[config.mk]
export PLATFORM = sky130hd
export DESIGN_NAME = tow_match_ctrl_flat
export DESIGN_NICKNAME = d
export VERILOG_FILES = /design/src/rtl/tow_match_if.sv /design/src/rtl/tow_match_ctrl.sv /design/src/flat_wrapper.sv
export SDC_FILE = /design/constraint.sdc
export NUM_CORES = 1
export LEC_CHECK = 0
export ABC_AREA = 1
export CAP_MARGIN = 5
export CORE_MARGIN = 1.5
export CORE_UTILIZATION = 53
export DETAILED_ROUTE_END_ITERATION = 16
export PLACE_DENSITY = 0.93
export SETUP_SLACK_MARGIN = 0.4
export SYNTH_ARGS = -nofsm -noshare
export SYNTH_HDL_FRONTEND = slang
export SYNTH_SLANG_ARGS = --single-unit
export TNS_END_PERCENT = 20
[constraint.sdc]
create_clock -name clk -period 5.1 [get_ports clk]
set_clock_uncertainty 0.05 [all_clocks]
set_input_delay 0.765 -clock clk [delete_from_list [all_inputs] [get_ports clk]]
set_output_delay 0.765 -clock clk [all_outputs]
set_load 0.03 [all_outputs]
[src/rtl/tow_match_if.sv]
// Signal bundle between the synchronized button/score side and the
// tug-of-war match controller.
//
// Signalling: there is no valid/ready handshake on this bundle. Buttons are
// levels sampled every clock, scores are levels read by the controller, and
// the win increments are single-cycle pulses that the counters take
// unconditionally on the edge that ends the pulse cycle.
interface tow_match_if;
  logic       p1_btn;
  logic       p2_btn;
  logic [2:0] p1_score;
  logic [2:0] p2_score;
  logic [8:0] leds;
  logic       p1_win_inc;
  logic       p2_win_inc;
  logic       match_over;
  logic [1:0] winner;
  logic [1:0] state_dbg;

  // Environment side: drives buttons and score readback, observes outputs.
  modport master (
    output p1_btn, p2_btn, p1_score, p2_score,
    input  leds, p1_win_inc, p2_win_inc, match_over, winner, state_dbg
  );

  // Controller side.
  modport slave (
    input  p1_btn, p2_btn, p1_score, p2_score,
    output leds, p1_win_inc, p2_win_inc, match_over, winner, state_dbg
  );
endinterface

[src/rtl/tow_match_ctrl.sv]
// Tug-of-war match controller: moves a one-hot light with button presses,
// detects round wins, pulses the per-player win counters and ends the match
// once a player's pre-increment score shows the winning round.
module tow_match_ctrl #(
  parameter int WIN_SCORE   = 7,
  parameter int HOLD_CYCLES = 4
) (
  input  logic        clk,
  input  logic        reset,
  tow_match_if.slave  bus
);

  typedef enum logic [1:0] {
    PLAY       = 2'd0,
    ROUND_END  = 2'd1,
    MATCH_OVER = 2'd2
  } state_e;

  localparam int             HW         = (HOLD_CYCLES > 1) ? $clog2(HOLD_CYCLES) : 1;
  localparam logic [HW-1:0]  HOLD_LAST  = HW'(HOLD_CYCLES - 1);
  // Counters update one cycle after the pulse, so compare the old value.
  localparam logic [2:0]     SCORE_LAST = 3'(WIN_SCORE - 1);
  localparam logic [3:0]     POS_MID    = 4'd4;
  localparam logic [3:0]     POS_TOP    = 4'd8;

  state_e        state_q, state_d;
  logic [3:0]    pos_q, pos_d;
  logic [HW-1:0] hold_q, hold_d;
  logic          p1_q, p2_q;
  logic [8:0]    leds_q, leds_d;
  logic          p1_inc_q, p1_inc_d;
  logic          p2_inc_q, p2_inc_d;
  logic          match_over_q, match_over_d;
  logic [1:0]    winner_q, winner_d;

  logic press1, press2;

  // A press is a rising edge against last cycle's level; the level register
  // runs in every state so a button held across a state change is not a press.
  assign press1 = bus.p1_btn & ~p1_q;
  assign press2 = bus.p2_btn & ~p2_q;

  // Next-state, light position, hold count and registered output values.
  always_comb begin
    state_d      = state_q;
    pos_d        = pos_q;
    hold_d       = hold_q;
    p1_inc_d     = 1'b0;
    p2_inc_d     = 1'b0;
    match_over_d = match_over_q;
    winner_d     = winner_q;
    leds_d       = leds_q;

    case (state_q)
      PLAY: begin
        if (press1 && !press2) begin
          if (pos_q == POS_TOP) begin
            p1_inc_d = 1'b1;
            hold_d   = '0;
            if (bus.p1_score == SCORE_LAST) begin
              state_d      = MATCH_OVER;
              match_over_d = 1'b1;
              winner_d     = 2'b01;
            end else begin
              state_d = ROUND_END;
            end
          end else begin
            pos_d = pos_q + 4'd1;
          end
        end else if (press2 && !press1) begin
          if (pos_q == 4'd0) begin
            p2_inc_d = 1'b1;
            hold_d   = '0;
            if (bus.p2_score == SCORE_LAST) begin
              state_d      = MATCH_OVER;
              match_over_d = 1'b1;
              winner_d     = 2'b10;
            end else begin
              state_d = ROUND_END;
            end
          end else begin
            pos_d = pos_q - 4'd1;
          end
        end
      end
      ROUND_END: begin
        if (hold_q == HOLD_LAST) begin
          state_d = PLAY;
          pos_d   = POS_MID;
          hold_d  = '0;
        end else begin
          hold_d = hold_q + 1'b1;
        end
      end
      MATCH_OVER: begin
        // Terminal until reset.
      end
      default: begin
        state_d = PLAY;
        pos_d   = POS_MID;
        hold_d  = '0;
      end
    endcase

    // The light reflects the state being entered, so it changes on the same
    // edge that samples the press.
    case (state_d)
      PLAY:       leds_d = 9'd1 << pos_d;
      ROUND_END:  leds_d = '0;
      MATCH_OVER: leds_d = (winner_d == 2'b01) ? 9'h100 : 9'h001;
      default:    leds_d = '0;
    endcase
  end

  // State and output registers with synchronous active-high reset.
  always_ff @(posedge clk) begin
    if (reset) begin
      state_q      <= PLAY;
      pos_q        <= POS_MID;
      hold_q       <= '0;
      p1_q         <= 1'b0;
      p2_q         <= 1'b0;
      leds_q       <= 9'b000010000;
      p1_inc_q     <= 1'b0;
      p2_inc_q     <= 1'b0;
      match_over_q <= 1'b0;
      winner_q     <= 2'b00;
    end else begin
      state_q      <= state_d;
      pos_q        <= pos_d;
      hold_q       <= hold_d;
      p1_q         <= bus.p1_btn;
      p2_q         <= bus.p2_btn;
      leds_q       <= leds_d;
      p1_inc_q     <= p1_inc_d;
      p2_inc_q     <= p2_inc_d;
      match_over_q <= match_over_d;
      winner_q     <= winner_d;
    end
  end

  assign bus.leds       = leds_q;
  assign bus.p1_win_inc = p1_inc_q;
  assign bus.p2_win_inc = p2_inc_q;
  assign bus.match_over = match_over_q;
  assign bus.winner     = winner_q;
  assign bus.state_dbg  = state_q;

endmodule

[src/flat_wrapper.sv]
// flat-port wrapper written by rule: the top's interface ports become plain ports
module tow_match_ctrl_flat 
#(
  parameter int WIN_SCORE   = 7,
  parameter int HOLD_CYCLES = 4
)
  (clk, reset, bus_p1_btn, bus_p2_btn, bus_p1_score, bus_p2_score, bus_leds, bus_p1_win_inc, bus_p2_win_inc, bus_match_over, bus_winner, bus_state_dbg);
  tow_match_if bus_i ();
  input  logic clk;
  input  logic reset;
  input wire logic [$bits(bus_i.p1_btn)-1:0] bus_p1_btn;
  input wire logic [$bits(bus_i.p2_btn)-1:0] bus_p2_btn;
  input wire logic [$bits(bus_i.p1_score)-1:0] bus_p1_score;
  input wire logic [$bits(bus_i.p2_score)-1:0] bus_p2_score;
  output wire logic [$bits(bus_i.leds)-1:0] bus_leds;
  output wire logic [$bits(bus_i.p1_win_inc)-1:0] bus_p1_win_inc;
  output wire logic [$bits(bus_i.p2_win_inc)-1:0] bus_p2_win_inc;
  output wire logic [$bits(bus_i.match_over)-1:0] bus_match_over;
  output wire logic [$bits(bus_i.winner)-1:0] bus_winner;
  output wire logic [$bits(bus_i.state_dbg)-1:0] bus_state_dbg;
  assign bus_i.p1_btn = bus_p1_btn;
  assign bus_i.p2_btn = bus_p2_btn;
  assign bus_i.p1_score = bus_p1_score;
  assign bus_i.p2_score = bus_p2_score;
  assign bus_leds = bus_i.leds;
  assign bus_p1_win_inc = bus_i.p1_win_inc;
  assign bus_p2_win_inc = bus_i.p2_win_inc;
  assign bus_match_over = bus_i.match_over;
  assign bus_winner = bus_i.winner;
  assign bus_state_dbg = bus_i.state_dbg;
  tow_match_ctrl #(.WIN_SCORE(WIN_SCORE), .HOLD_CYCLES(HOLD_CYCLES)) u_core (.clk(clk), .reset(reset), .bus(bus_i));
endmodule
-- Yosys cells after proc, flatten, opt, wreduce, memory -nomap -nowiden
Cells that the tools add are included.
- register bits after elaboration: 24
- latch bits: 0
- RAM bits: 0
- bits in read-only memories: 0
- bits of input ports: 10
- output and inout port bits: 16
- word-level logic and storage cells: 86
- memories kept: 0
- $add $sub $neg: 3
- multiply operators: 0
- div/mod/pow operators: 0
- $lt $le $gt $ge: 0
- equality and inequality tests: 13
- shift operators: 1
- multiplexer cells: 37
- bitwise gates (word level): 8
- reductions and logical operators: 14
- operator list (cell ; count):
    2-bit two-way mux ; 19
    4-bit two-way mux ; 5
    9-bit one-hot mux with 2 select lines ; 1
    2-bit one-hot mux with 3 select lines ; 2
    4-bit one-hot mux with 3 select lines ; 1
    9-bit two-way mux ; 1
    1-bit by 4-bit << shifter with 9-bit output (first input constant) ; 1
    1-bit two-way mux ; 8
    2-bit equality test (second input constant) ; 3
    3-bit equality test (second input constant) ; 2
    3-bit by 1-bit != test with 1-bit output (second input constant) ; 2
    1-bit NOT ; 6
    6-bit AND reduction ; 1
    2-bit nonzero test ; 3
    4-bit by 1-bit adder with 4-bit output (second input constant) ; 1
    2-bit by 1-bit equality test with 1-bit output (second input constant) ; 2
    4-bit equality test (second input constant) ; 1
    2-bit zero test ; 2
    4-bit zero test ; 1
    2-bit != test (second input constant) ; 2
    4-bit AND reduction ; 1
    4-bit OR reduction ; 1
    4-bit by 1-bit subtractor with 4-bit output (second input constant) ; 1
    3-bit != test (second input constant) ; 1
    other kinds (5) ; 8

-- Logic depth before layout (Yosys ltp)
Gate-level depths: netlist of run 1.
- depth after elaboration: 10
- depth in mapped cells: 15

-- Worst setup path before layout of run 1
OpenSTA, ideal clock, no wires.
- path kind: input -> register
- start point: in bus_p2_btn
- end point: reg u_core.leds_q[0] (netlist: u_core.bus.leds[0])
- arrival: 2.053 ns
- data required time: 4.984 ns
- setup slack: 2.931 ns
- stages on the path: 13
- path buffers: 1
- cells stage by stage: inv_1 nor2_1 inv_1 ha_1 buf_2 nand2_2 inv_1 nand3_1 nand3_2 nor2_1 nor2b_4 nand2_1 a21oi_2
- word-level cells in the longest chain between the ends: 8
- elaborated cells between the ends (all ways): 19
- classes of those cells: eq/ne (2); shift (1); mux (11); bitwise (1); reduce/logical (4)
- ends and longest elaborated chain (what ; line ; RTL):
    from (decl) ; flat_wrapper.sv:12 ; input wire logic [$bits(bus_i.p2_btn)-1:0] bus_p2_btn;
    1-bit bitwise AND * ; tow_match_ctrl.sv:41 ; assign press2 = bus.p2_btn & ~p2_q;
    1-bit logical AND or 1-bit zero test (tied branches) ; tow_match_ctrl.sv:70, tow_match_ctrl.sv:56 ;
    2-bit two-way mux or 1-bit logical AND (tied branches) ; tow_match_ctrl.sv:70, tow_match_ctrl.sv:56 ;
    2-bit two-way mux ; tow_match_ctrl.sv:56 ; if (press1 && !press2) begin
    2-bit two-way mux ; tow_match_ctrl.sv:54 ; case (state_q)
    2-bit by 1-bit equality test with 1-bit output ; tow_match_ctrl.sv:110 ; MATCH_OVER: leds_d = (winner_d == 2'b01) ? 9'h100 : 9'h001;
    9-bit two-way mux ; tow_match_ctrl.sv:110 ;
    9-bit one-hot mux with 2 select lines * ; tow_match_ctrl.sv:107 ; case (state_d)
    to (signal assigned) ; tow_match_ctrl.sv:134 ; leds_q <= leds_d;
    to (decl) ; tow_match_ctrl.sv:30 ; logic [8:0] leds_q, leds_d;
Mark *: on every way between the ends. The rest lies on a longest branch, timed or not.
A chain may end at the register's enable or synchronous reset.

-- Final worst setup path of run 1
- start point: in bus_p2_btn
- end point: reg u_core.leds_q[8] (netlist: u_core.bus.leds[8])
Same word-level chain as after synthesis.

==> metrics list, run 1 <==
* Sequential fraction of the synthesis area: 38.63%
* Final antenna diode count: 0
- The area growth from synthesis to layout is 25.55%.
* Net count of the mapped netlist: 192
- Synthesis handed over a netlist of 177 instances.
* Fraction of layout instances using a drive strength above 1: 9.852%
- In this run the critical register-to-register path is launched from u_core.p2_q$_SDFF_PP0_.
* Number of buffers created by CTS: 3
* Met1 Usage GRT: 27.40%
- Mean routed wirelength per cell: 12.91 microns
- Number of fill cells: 181
- Area used by sequential logic in the layout: 480.5 sq um
* Maximum clock insertion buffer count: 2
* Met2 Resource Use GR: 45.73%
* Hold_sp: u_core.bus.match_over$_SDFFE_PP0P_
- Highest attainable clock frequency: 386.7 MHz
- The worst hold path was traced through 2 stages.
- Summed over all layers, the routed wires come to 2.983 mm.
- Largest cells by area after synthesis: sky130_fd_sc_hd__dfxtp_1, sky130_fd_sc_hd__nand2_1, sky130_fd_sc_hd__nor2_1
- STA classifies the critical path startpoint as an input pin.
- The analysis attributes to cell leakage a power of 0.7501 nW.
- After synthesis, the netlist uses 28 different library cells.
- The floorplan step defined a die boundary enclosing 2646 sq um.
* Average cell area after synthesis: 7.027 sq um
- Among all flip-flop cells after synthesis, the most frequent one is sky130_fd_sc_hd__dfxtp_1.
- Register-to-Register Setup Slack: 3.11 ns
* Asr flop ratio synth: 0%
- Core box area: 2212 sq um
- Across all hold checks on the routed design, the worst slack comes to 0.4194 ns.
- Post-cts repair resize count: 0
- The root buffer cell chosen for the clock tree is sky130_fd_sc_hd__clkbuf_4.
- Across the run, the number of max-cap violations was 0.
- Die width: 51.44 microns
- Total global routing overflow: 0
- Vertical die dimension: 51.44 microns
- For met3 alone, demand over resource in global routing was 7.018%.
- Data arrival time of the critical path: 2.79 ns
- Number of flip-flops and latches in the synthesized netlist: 24
- Largest voltage drop on the vdd net: 0.2001 mV
- The count of final hold-check violations is 0.
- Critical path class: input pin to flip-flop
* Endpoints failing setup: 0
* DR DRC count: 0
- The library cell used most frequently in the layout, excluding fill and tap cells, is sky130_fd_sc_hd__nand2_1.
* Number of antenna violations at the first check in global routing: 0
* Net total in the final layout: 219
- Final cycle utilization of the critical path: 50.70%
- Synth top area share: 38.63%
* Number of buffers inserted to repair setup after CTS: 0
- For the worst flop-to-flop path, the logic depth is 12.
- Detailed Place HPWL: 2.155 mm
- Clock tree from TritonCTS: built
- In this run, the number of DRC markers left after iteration 0 of detailed routing was 41.
- For this design, the sink count on the clock tree is 24.
* Cell area after placement: 1509 sq um
- Vias in the first global route: 1301
- Power after layout: 472.2 uW
- The worst register-to-register path ends at u_core.bus.leds[8]$_SDFF_PP0_.
* Terminating pin of the worst hold path: u_core.bus.match_over$_SDFFE_PP0P_
- Outcome: finished, final reports clean
- Total routing usage reported by global routing: 26.24%
- Worst Tran Pin Value: 0.5836 ns
- Number of top-level pins: 26
- ANT nets after route: 0
- Site Rows: 17
- Number of max-slew violations in the final report: 0
- At the worst endpoint, the required time is 5.31 ns.
* Minimum clock period: 2.586 ns
- Area used by multi-input combinational logic: 630.6 sq um
- For this configuration, the core starts out at a cell density of 56.22%.
- Dividing total power by cell area gives a power density of 302.4 nW/um^2.
- Clock Latency Late Sink: 0.32 ns
* Gpl congestion: 0.9337
- Count of flip-flops with a built-in enable after synthesis: 0
- Of all nets on the critical path, the largest fanout is 8.
- CTS built an H-tree with a depth of 1.
* Global-route wire length before repair: 5.209 mm
* Total standard cell area after synthesis: 1244 sq um
* Most utilized layer in the global route result: met2
- Commonest cells after routing, fill and taps aside: sky130_fd_sc_hd__nand2_1, sky130_fd_sc_hd__nor2_1, sky130_fd_sc_hd__inv_1
- Pin count of the biggest net entering global routing: 16
- DR vias: 1231
* Setup repair after global routing missed its margin: no
- Mean number of vias per cell: 5.329
- STA classifies the critical path endpoint as a flip-flop.
- Input and output buffers added on the ports amount to 25.
- The first detailed-routing pass ran for 4 iterations.
* Worst slew slack as a fraction of its limit: 60.97%
- Type of the most critical hold path: flip-flop to flip-flop
* Library cell with the largest summed area after synthesis: sky130_fd_sc_hd__dfxtp_1
- Once layout is done, the placed cells without fillers occupy 1562 sq um.
- Count of synthesis-stage warnings from yosys: 0
- Clock transition at the registers of the reported paths: 0.13 ns
* Final setup TNS: 0 ns
- Buffers inserted to repair hold after CTS numbered 0.
-- through the flow --
stage	setup slack [ns]	instances	util, %
floorplan	2.931	177	-
detailed placement	2.213	227	68.21
finish	2.514	231	70.59
global placement	2.334	227	68.21
global route	2.366	231	70.59
CTS	2.522	231	70.59
-- worst max-delay path by stage --
stage	from	to	slack [ns]	cells after the start
2_1_floorplan	bus_p2_btn	u_core.bus.leds[0]$_SDFF_PP0_	2.93	13
3_3_place_gp	bus_p2_btn	u_core.bus.leds[5]$_SDFF_PP0_	2.33	14
3_5_place_dp	bus_p2_btn	u_core.bus.leds[7]$_SDFF_PP0_	2.21	14
4_1_cts	bus_p2_btn	u_core.bus.leds[8]$_SDFF_PP0_	2.52	14
5_1_grt	bus_p2_btn	u_core.bus.leds[5]$_SDFF_PP0_	2.37	13
6_report	bus_p2_btn	u_core.bus.leds[8]$_SDFF_PP0_	2.51	14
-- routing by layer --
layer	part of all wire, %	vias to the layer above
li1	-	601
met3	6.9	9
met2	51	51
met4	2.5	0
met1	39	570
met5	0	-
-- Yosys cell counts (all sizes together) (2+ instances only) --
library cell and n:
nand2 41, nor2 33, inv 30, dfxtp 24, nand3 18, a21oi 8
ha 5, o21ai 4, buf 2, nor3 2, xor2 2
-- cell type report --
class / instances / area share, %
Clock inverter: 1 / 1.923
Timing Repair Buffer: 25 / 16.03
Sequential cell: 24 / 30.77
Clock buffer: 3 / 1.442
Multi-Input combinational cell: 120 / 40.38
Inverter: 30 / 7.212
Tap cell: 28 / 2.244
-- kinds of logic (layout without fill, tap and decap cells) --
logic type | count (synthesis) | count (layout) | synth area share [%]
DFF | 24 | 24 | 38.63
adders and majority gates | 5 | 5 | 5.030
buffers and inverters | 33 | 59 | 10.66
xor gates and xnor gates | 2 | 2 | 1.409
AOI/OAI and AO/OA | 15 | 15 | 7.545
and+or+nand+nor | 98 | 98 | 36.72
-- power by group --
| part | internal (mW) | switching, mW | total [mW] |
|---|---|---|---|
| Sequential | 0.199 | 0.0105 | 0.210 |
| Combinational | 0.0462 | 0.0779 | 0.124 |
| Clock | 0.0796 | 0.0590 | 0.139 |
| Total | 0.325 | 0.147 | 0.472 |
-- worst max-delay path, stage by stage --
cell and delay, ns:
sky130_fd_sc_hd__clkdlybuf4s50_1 0.45, sky130_fd_sc_hd__inv_1 0.04, sky130_fd_sc_hd__nor2_1 0.15, sky130_fd_sc_hd__inv_1 0.07
sky130_fd_sc_hd__ha_1 0.30, sky130_fd_sc_hd__nand2_2 0.15, sky130_fd_sc_hd__inv_1 0.08, sky130_fd_sc_hd__nand2_1 0.07
sky130_fd_sc_hd__nand2_1 0.09, sky130_fd_sc_hd__nor2_4 0.14, sky130_fd_sc_hd__nand3_1 0.13, sky130_fd_sc_hd__nor2_1 0.15
sky130_fd_sc_hd__nand2_1 0.08, sky130_fd_sc_hd__a21oi_1 0.12
-- sequential cells by signal (all words and copies together) (netlist names) --
name,cells
u_core.bus.p2_win_inc,1
u_core.p2_q,1
u_core.bus.match_over,1
u_core.p1_q,1
u_core.hold_q,2
u_core.bus.p1_win_inc,1
u_core.bus.state_dbg,2
u_core.bus.winner,2
u_core.bus.leds,9
u_core.pos_q,4
No activity file was read; power rests on OpenSTA's default activity.
==> run 2, diff against run 1 <==
- CORE_UTILIZATION: 53 -> 50
- PLACE_DENSITY: 0.93 -> 0.89
- clock period: 5.1 -> 2.5 ns (I/O delays scaled with it)
==> metrics list, run 2 (synthesis results as in run 1) <==
- Most repeated library cell on the critical path: sky130_fd_sc_hd__inv_1
* Most frequent standard cell in the layout excluding fill and tap cells: sky130_fd_sc_hd__nand2_1
- Critical path class: input pin to flip-flop
- PortBufs: 25
- Clk root buf: sky130_fd_sc_hd__clkbuf_4
* Mean routed wirelength per cell: 13.35 microns
* Worst Setup Slack post-DPL: -0.001259 ns
* Outcome: finished, final reports clean
- Detailed Routing Iterations Pass 1: 4
- Pin count of the biggest net entering global routing: 15
- In this run the power spent charging and discharging nets is 313.2 uW.
- Row generation in the floorplan step produced 17 rows.
* Crit path setup slack, layout: 0.4505 ns
* Vias in the first global route: 1191
* Fraction of layout instances using a drive strength above 1: 16.50%
- The die is 52.88 microns tall.
- For this block, the routed nets add up to 3.125 mm of wire.
- Number of antenna violations at the first check in global routing: 0
- Pwr/cell area: 602.4 nW/um^2
* Total routing usage reported by global routing: 24.76%
- The kind of cell with the highest combined delay along the critical path is simple AND/OR/NAND/NOR gates.
* Die width: 52.88 microns
* Type of the most critical hold path: flip-flop to flip-flop
- Max-cap violations in this run came to 0.
* Number of top-level pins: 26
* Layout Cell Area excl Fill: 1635 sq um
- Data arrival time of the critical path: 2.26 ns
* Buffer and inverter count on the worst path: 4
- Worst slew slack as a fraction of its limit: 77.81%
* H-tree level count: 1
- Final cycle utilization of the critical path: 81.98%
- For this run, global-route usage on met2 was measured as 45.21%.
- The count of final hold-check violations was 0.
- Number of buffers created by CTS: 3
- CP Capture Type: flip-flop
- Mean number of vias per cell: 5.226
- Most utilized layer in the global route result: met2
- Initial DRC Count: 40
- TritonCTS built the clock tree.
- The final-report max-slew violation count was 0.
- Slowest cell on the critical path: sky130_fd_sc_hd__clkdlybuf4s50_1
- Endpoints failing setup: 0
- Highest attainable clock frequency: 487.9 MHz
- Synthesis-to-layout area growth: 31.49%
- Flip-flop count of the largest register, all copies and words added: 9
- Register share of total power: 43.6%
* Final setup TNS: 0 ns
* Placed instance count: 229
- Met1 Usage GRT: 29.12%
* Total global routing overflow: 0
- TritonCTS Sinks: 24
* Minimum clock period: 2.050 ns
* Setup repair after global routing missed its margin: no
- Summed over all nets, the half-perimeter wirelength after detailed placement is 2.344 mm.
- Final antenna diode count: 0
- Startpoint Class: input pin
- Global routing consumed, on the met3 layer, 3.672% of the routing resources.
* Maximum clock insertion buffer count: 2
* Largest voltage drop on the vdd net: 0.4623 mV
- For the pin with the worst max-slew slack, the measured transition is 0.3318 ns.
- Max FO, Critical Path: 4
- Part of the power in combinational logic: 27.7%
* DR DRC count: 0
- The region available for standard cell placement spans 2276 sq um.
* Clk network pwr share: 28.8%
- Floorplan die area: 2796 sq um
- For this run, the slowest stage of the critical path takes 0.46 ns.
* Global-route wire length before repair: 5.023 mm
- Clock-pin slew was measured on the worst setup and hold paths at 0.14 ns.
* Clock Latency Late Sink: 0.33 ns
- Hold is met by 0.4181 ns.
- Cell area after placement: 1524 sq um
* Required @ worst endpoint: 2.71 ns
* Standby leakage power: 0.7692 nW
* ANT nets after route: 0
- Once the floorplan was initialized, standard cells occupied 54.65% of the core.
* Fraction of power spent switching nets: 31.79%
* Net total in the final layout: 222
* Commonest cells after routing, fill and taps aside: sky130_fd_sc_hd__nand2_1, sky130_fd_sc_hd__inv_1, sky130_fd_sc_hd__clkdlybuf4s50_1
- Cell-by-cell listing of the critical path: clkdlybuf4s50_1, inv_1, nor2_4, inv_1, ha_1, buf_4, nand3_1, nand3_2, nor2_2, nor2b_4, nand2_1, o21ai_1
- Number of fill cells: 180
- Gpl congestion: 0.8484
- The design draws 985.1 uW.
- Post-route insts no fill: 234
- For this block, the via count after detailed routing is 1223.
- At the end of the flow the core is filled with cells to 71.85%.
* Internal power: 672.0 uW
-- run 2: cell types whose count changed in the layout (fill, tap and decap cells not counted), sizes merged --
| cell | change |
|---|---|
| buf | +3 |
-- run 2: area by class of cell --
type / instances / area, sq um / area share (%)
clock inverter: 1 / 30.03 / 1.836
multi-input combinational: 120 / 681.9 / 41.70
sequential: 24 / 480.5 / 29.38
clock buffer: 3 / 22.52 / 1.377
inverter: 30 / 112.6 / 6.886
timing repair buffer: 28 / 272.8 / 16.68
tap: 28 / 35.03 / 2.142
-- run 2: path summary, 6_finish.rpt --
| check | slack (ns) | cells after the start | to | startpoint |
|---|---|---|---|---|
| worst max-delay path | 0.45 | 12 | u_core.bus.leds[4]$_SDFF_PP1_ | bus_p1_btn |
| worst min-delay path | 0.42 | 2 | u_core.bus.match_over$_SDFFE_PP0P_ | u_core.bus.match_over$_SDFFE_PP0P_ |
| worst min register to register | 0.42 | 2 | u_core.bus.match_over$_SDFFE_PP0P_ | u_core.bus.match_over$_SDFFE_PP0P_ |
| worst max register to register | 0.51 | 10 | u_core.bus.leds[4]$_SDFF_PP1_ | u_core.pos_q[0]$_SDFF_PP0_ |
-- run 2: worst reg2reg max path, stage by stage (launching register included) --
cell and delay [ns]:
sky130_fd_sc_hd__dfxtp_1 0.47, sky130_fd_sc_hd__inv_1 0.09, sky130_fd_sc_hd__ha_1 0.27, sky130_fd_sc_hd__nand2_2 0.15, sky130_fd_sc_hd__nor2_1 0.09, sky130_fd_sc_hd__nand3_1 0.10
sky130_fd_sc_hd__nand3_2 0.10, sky130_fd_sc_hd__nor2_2 0.15, sky130_fd_sc_hd__nor2b_4 0.23, sky130_fd_sc_hd__nand2_1 0.07, sky130_fd_sc_hd__o21ai_1 0.15
-- run 2: power groups by stage --
stage / Combinational (mW) / Clock, mW / Sequential [mW]
6_report: 0.273 / 0.283 / 0.429
5_1_grt: 0.298 / 0.302 / 0.432
4_1_cts: 0.253 / 0.285 / 0.428
3_5_place_dp: 0.250 / 0 / 0.436
3_3_place_gp: 0.244 / 0 / 0.435
2_1_floorplan: 0.151 / 0 / 0.456
-- run 2: timing repair --
item | CTS | global route
hold buffers | 0 | 0
setup endpoints to repair | 9 | 9
pin swaps | 0 | 2
gates resized for setup | 2 | 12
setup buffers | 0 | 1
-- run 2: routing by layer --
layer  vias up  wire, microns
met5         -              0
met1       566           1246
met4         0             69
li1        605              -
met3         8            210
met2        44           1598
==> run 3, diff against run 2 <==
- clock period: 2.5 -> 2.1 ns (I/O delays scaled with it)
==> metrics list, run 3 (synthesis results as in run 1) <==
* Required @ worst endpoint: 2.32 ns
- Across all layers, the routed design uses 1441 vias.
- The clock period could shrink to 1.799 ns.
* Net total in the final layout: 239
- Final-layout worst hold slack: 0.3120 ns
- PortBufs: 25
* Starting density of the core: 54.65%
- H-tree level count: 1
- Buffer and inverter count on the worst path: 3
- The floorplan step defined a die boundary enclosing 2796 sq um.
* Reg2reg start: u_core.bus.state_dbg[1]$_SDFF_PP0_
- Setup repair after global routing could not meet its margin everywhere.
* Final routed wirelength across all metal layers: 4.548 mm
- Worst Setup Slack post-DPL: -0.2901 ns
- The library cell used most frequently in the layout, excluding fill and tap cells, is sky130_fd_sc_hd__nand2_1.
* Type of the most critical hold path: input pin to flip-flop
- Setup violations remaining at the end of the flow were counted as 0.
* Synthesis-to-layout area growth: 54.93%
- Highest routed layer: met4
- The HPWL after detailed placement is 2.364 mm.
* Worst Tran Pin Value: 0.3309 ns
- Dividing total power by cell area gives a power density of 635.0 nW/um^2.
* Die width: 52.88 microns
* Final Hold Violating Endpoints: 0
- Clock Latency Late Sink: 0.32 ns
* Site Rows: 17
- In this run, the number of DRC markers left after iteration 0 of detailed routing was 58.
- The flow ran to the end, and the final reports show no timing, DRC or antenna violations.
- TritonCTS built the clock tree.
- Endpoint of the most critical register-to-register path: u_core.bus.leds[7]$_SDFF_PP0_
- Traced cell by cell, the critical path runs through nor2_4, inv_1, nor2_4, nand2_2, nor2_2, nor2_4, buf_4, inv_1, nand2_1, nor2_2.
- The worst setup path is of the flip-flop to flip-flop kind.
- Among cell families on the critical path, the largest total delay comes from simple AND/OR/NAND/NOR gates.
- Max-cap violations in this run came to 0.
- Startpoint Class: flip-flop
* Maximum clock insertion buffer count: 2
- Fraction of layout instances using a drive strength above 1: 38.12%
* Final antenna diode count: 0
- The worst setup path is captured at a flip-flop.
* Pin count of the biggest net entering global routing: 14
- At the worst endpoint, the arrival time is 2.02 ns.
- Wire segments on met3 add up to 338 microns in the final route.
- In this run the number of cells on the critical path is 10.
* Gpl congestion: 0.8814
* Number of max-slew violations in the final report: 0
- Worst slew slack as a fraction of its limit: 77.91%
- Commonest cells after routing, fill and taps aside: sky130_fd_sc_hd__nand2_1, sky130_fd_sc_hd__clkdlybuf4s50_1, sky130_fd_sc_hd__buf_4
- Highest attainable clock frequency: 555.9 MHz
* Clk root buf: sky130_fd_sc_hd__clkbuf_4
- Flip-flop count of the largest register, all copies and words added: 9
- Metal2 WL: 2.296 mm
- Crit path setup slack, layout: 0.3012 ns
- Among all stages on the critical path, the largest delay is contributed by sky130_fd_sc_hd__dfxtp_1.
- Global-route wire length before repair: 5.940 mm
* Post-Route Utilization: 84.66%
- Number of antenna violations at the first check in global routing: 0
- Final setup TNS: 0 ns
* Power after layout: 1.224 mW
- Max FO, Critical Path: 5
- The most critical setup path has its startpoint at u_core.bus.state_dbg[1]$_SDFF_PP0_.
- The total overflow left after global routing is 0.
* Total routing usage reported by global routing: 29.58%
- The die is 52.88 microns tall.
* Vias in the first global route: 1351
* End point of the critical path: u_core.bus.leds[7]$_SDFF_PP0_
- Standby leakage power: 0.8777 nW
- Post-route met1 wirelength: 1.700 mm
- Number of top-level pins: 26
- The most numerous cell type found on the critical path is sky130_fd_sc_hd__nor2_4.
* ANT nets after route: 0
- Logic depth of the worst register-to-register path: 10
- For this run, the slowest stage of the critical path takes 0.41 ns.
- The worst-case IR drop observed on VDD is 0.6254 mV.
- Clock transition at the registers of the reported paths: 0.14 ns
* Number of buffers added to fix hold violations after cts: 0
- Final cycle utilization of the critical path: 85.66%
- TritonCTS Sinks: 24
* Core box area: 2276 sq um
* Detailed Routing Iterations Pass 1: 5
- After detailed routing, the average wire length per cell comes to 18.12 microns.
- Register-to-Register Setup Slack: 0.30 ns
- In the routed design, unresolved DRC markers number 0.
- Mean number of vias per cell: 5.741
- Number of buffers created by CTS: 3
## run 3: cell count changes in the layout (fill, tap and decap cells not counted), moves of 3 or more
cell	previous run	this run
sky130_fd_sc_hd__nand2_4	0	4
sky130_fd_sc_hd__inv_2	4	10
sky130_fd_sc_hd__nand3_1	13	8
sky130_fd_sc_hd__nor2_1	23	14
sky130_fd_sc_hd__dfxtp_1	24	19
sky130_fd_sc_hd__nand2_1	38	32
sky130_fd_sc_hd__dlygate4sd2_1	0	3
sky130_fd_sc_hd__clkdlybuf4s50_1	25	22
sky130_fd_sc_hd__nand3_4	1	5
sky130_fd_sc_hd__nor2_2	7	11
sky130_fd_sc_hd__dfxtp_2	0	3
sky130_fd_sc_hd__inv_1	26	19
sky130_fd_sc_hd__buf_4	3	20
sky130_fd_sc_hd__nor2_4	3	8
## run 3: repair_timing
action / 4_1_cts / 5_1_grt
resized for setup: 42 / 24
pin swaps: 16 / 15
buffers inserted: 4 / 5
setup endpoints to repair: 24 / 26
## run 3: how the worst min path moves through the flow
| stage | slack (ns) | to | cells after the start | startpoint |
|---|---|---|---|---|
| 2_1_floorplan | 0.33 | u_core.bus.leds[0]$_SDFF_PP0_ | 1 | reset |
| 3_3_place_gp | 0.39 | u_core.bus.match_over$_SDFFE_PP0P_ | 2 | u_core.bus.match_over$_SDFFE_PP0P_ |
| 3_5_place_dp | 0.39 | u_core.bus.match_over$_SDFFE_PP0P_ | 2 | u_core.bus.match_over$_SDFFE_PP0P_ |
| 4_1_cts | 0.31 | u_core.p1_q$_SDFF_PP0_ | 3 | bus_p1_btn |
| 5_1_grt | 0.31 | u_core.p1_q$_SDFF_PP0_ | 3 | bus_p1_btn |
| 6_report | 0.31 | u_core.p1_q$_SDFF_PP0_ | 3 | bus_p1_btn |
## run 3: cell type report
class / instances / area (sq um)
Timing Repair Buffer: 45 / 396.6
Inverter: 30 / 115.1
Multi-Input combinational cell: 120 / 852.1
Clock buffer: 4 / 36.28
Fill cell: 100 / 349.1
Sequential cell: 24 / 491.7
Tap cell: 28 / 35.03
## run 3: routing by layer
layer,GRT usage (%),up-vias
li1,-,645
met1,31.40,677
met2,53.75,90
met3,7.627,29
met4,14.10,0
met5,0,-
## run 3: metrics by stage
step                instances  area [sq um]
detailed placement        238          1607
finish                    251          1927
global placement          238          1607
global route              251          1927
floorplan                 177          1261
CTS                       246          1802
## run 3: worst min-delay path, delay by kind of cell
family,cells,cell delay [ns]
buffers and inverters,2,0.26
and+or+nand+nor,1,0.08
## run 3: report_power, final
group	internal [mW]	switching, mW	leakage [nW]
Combinational	0.182	0.278	0.659
Clock	0.106	0.149	0.0210
Sequential	0.485	0.0231	0.198
Total	0.774	0.450	0.878
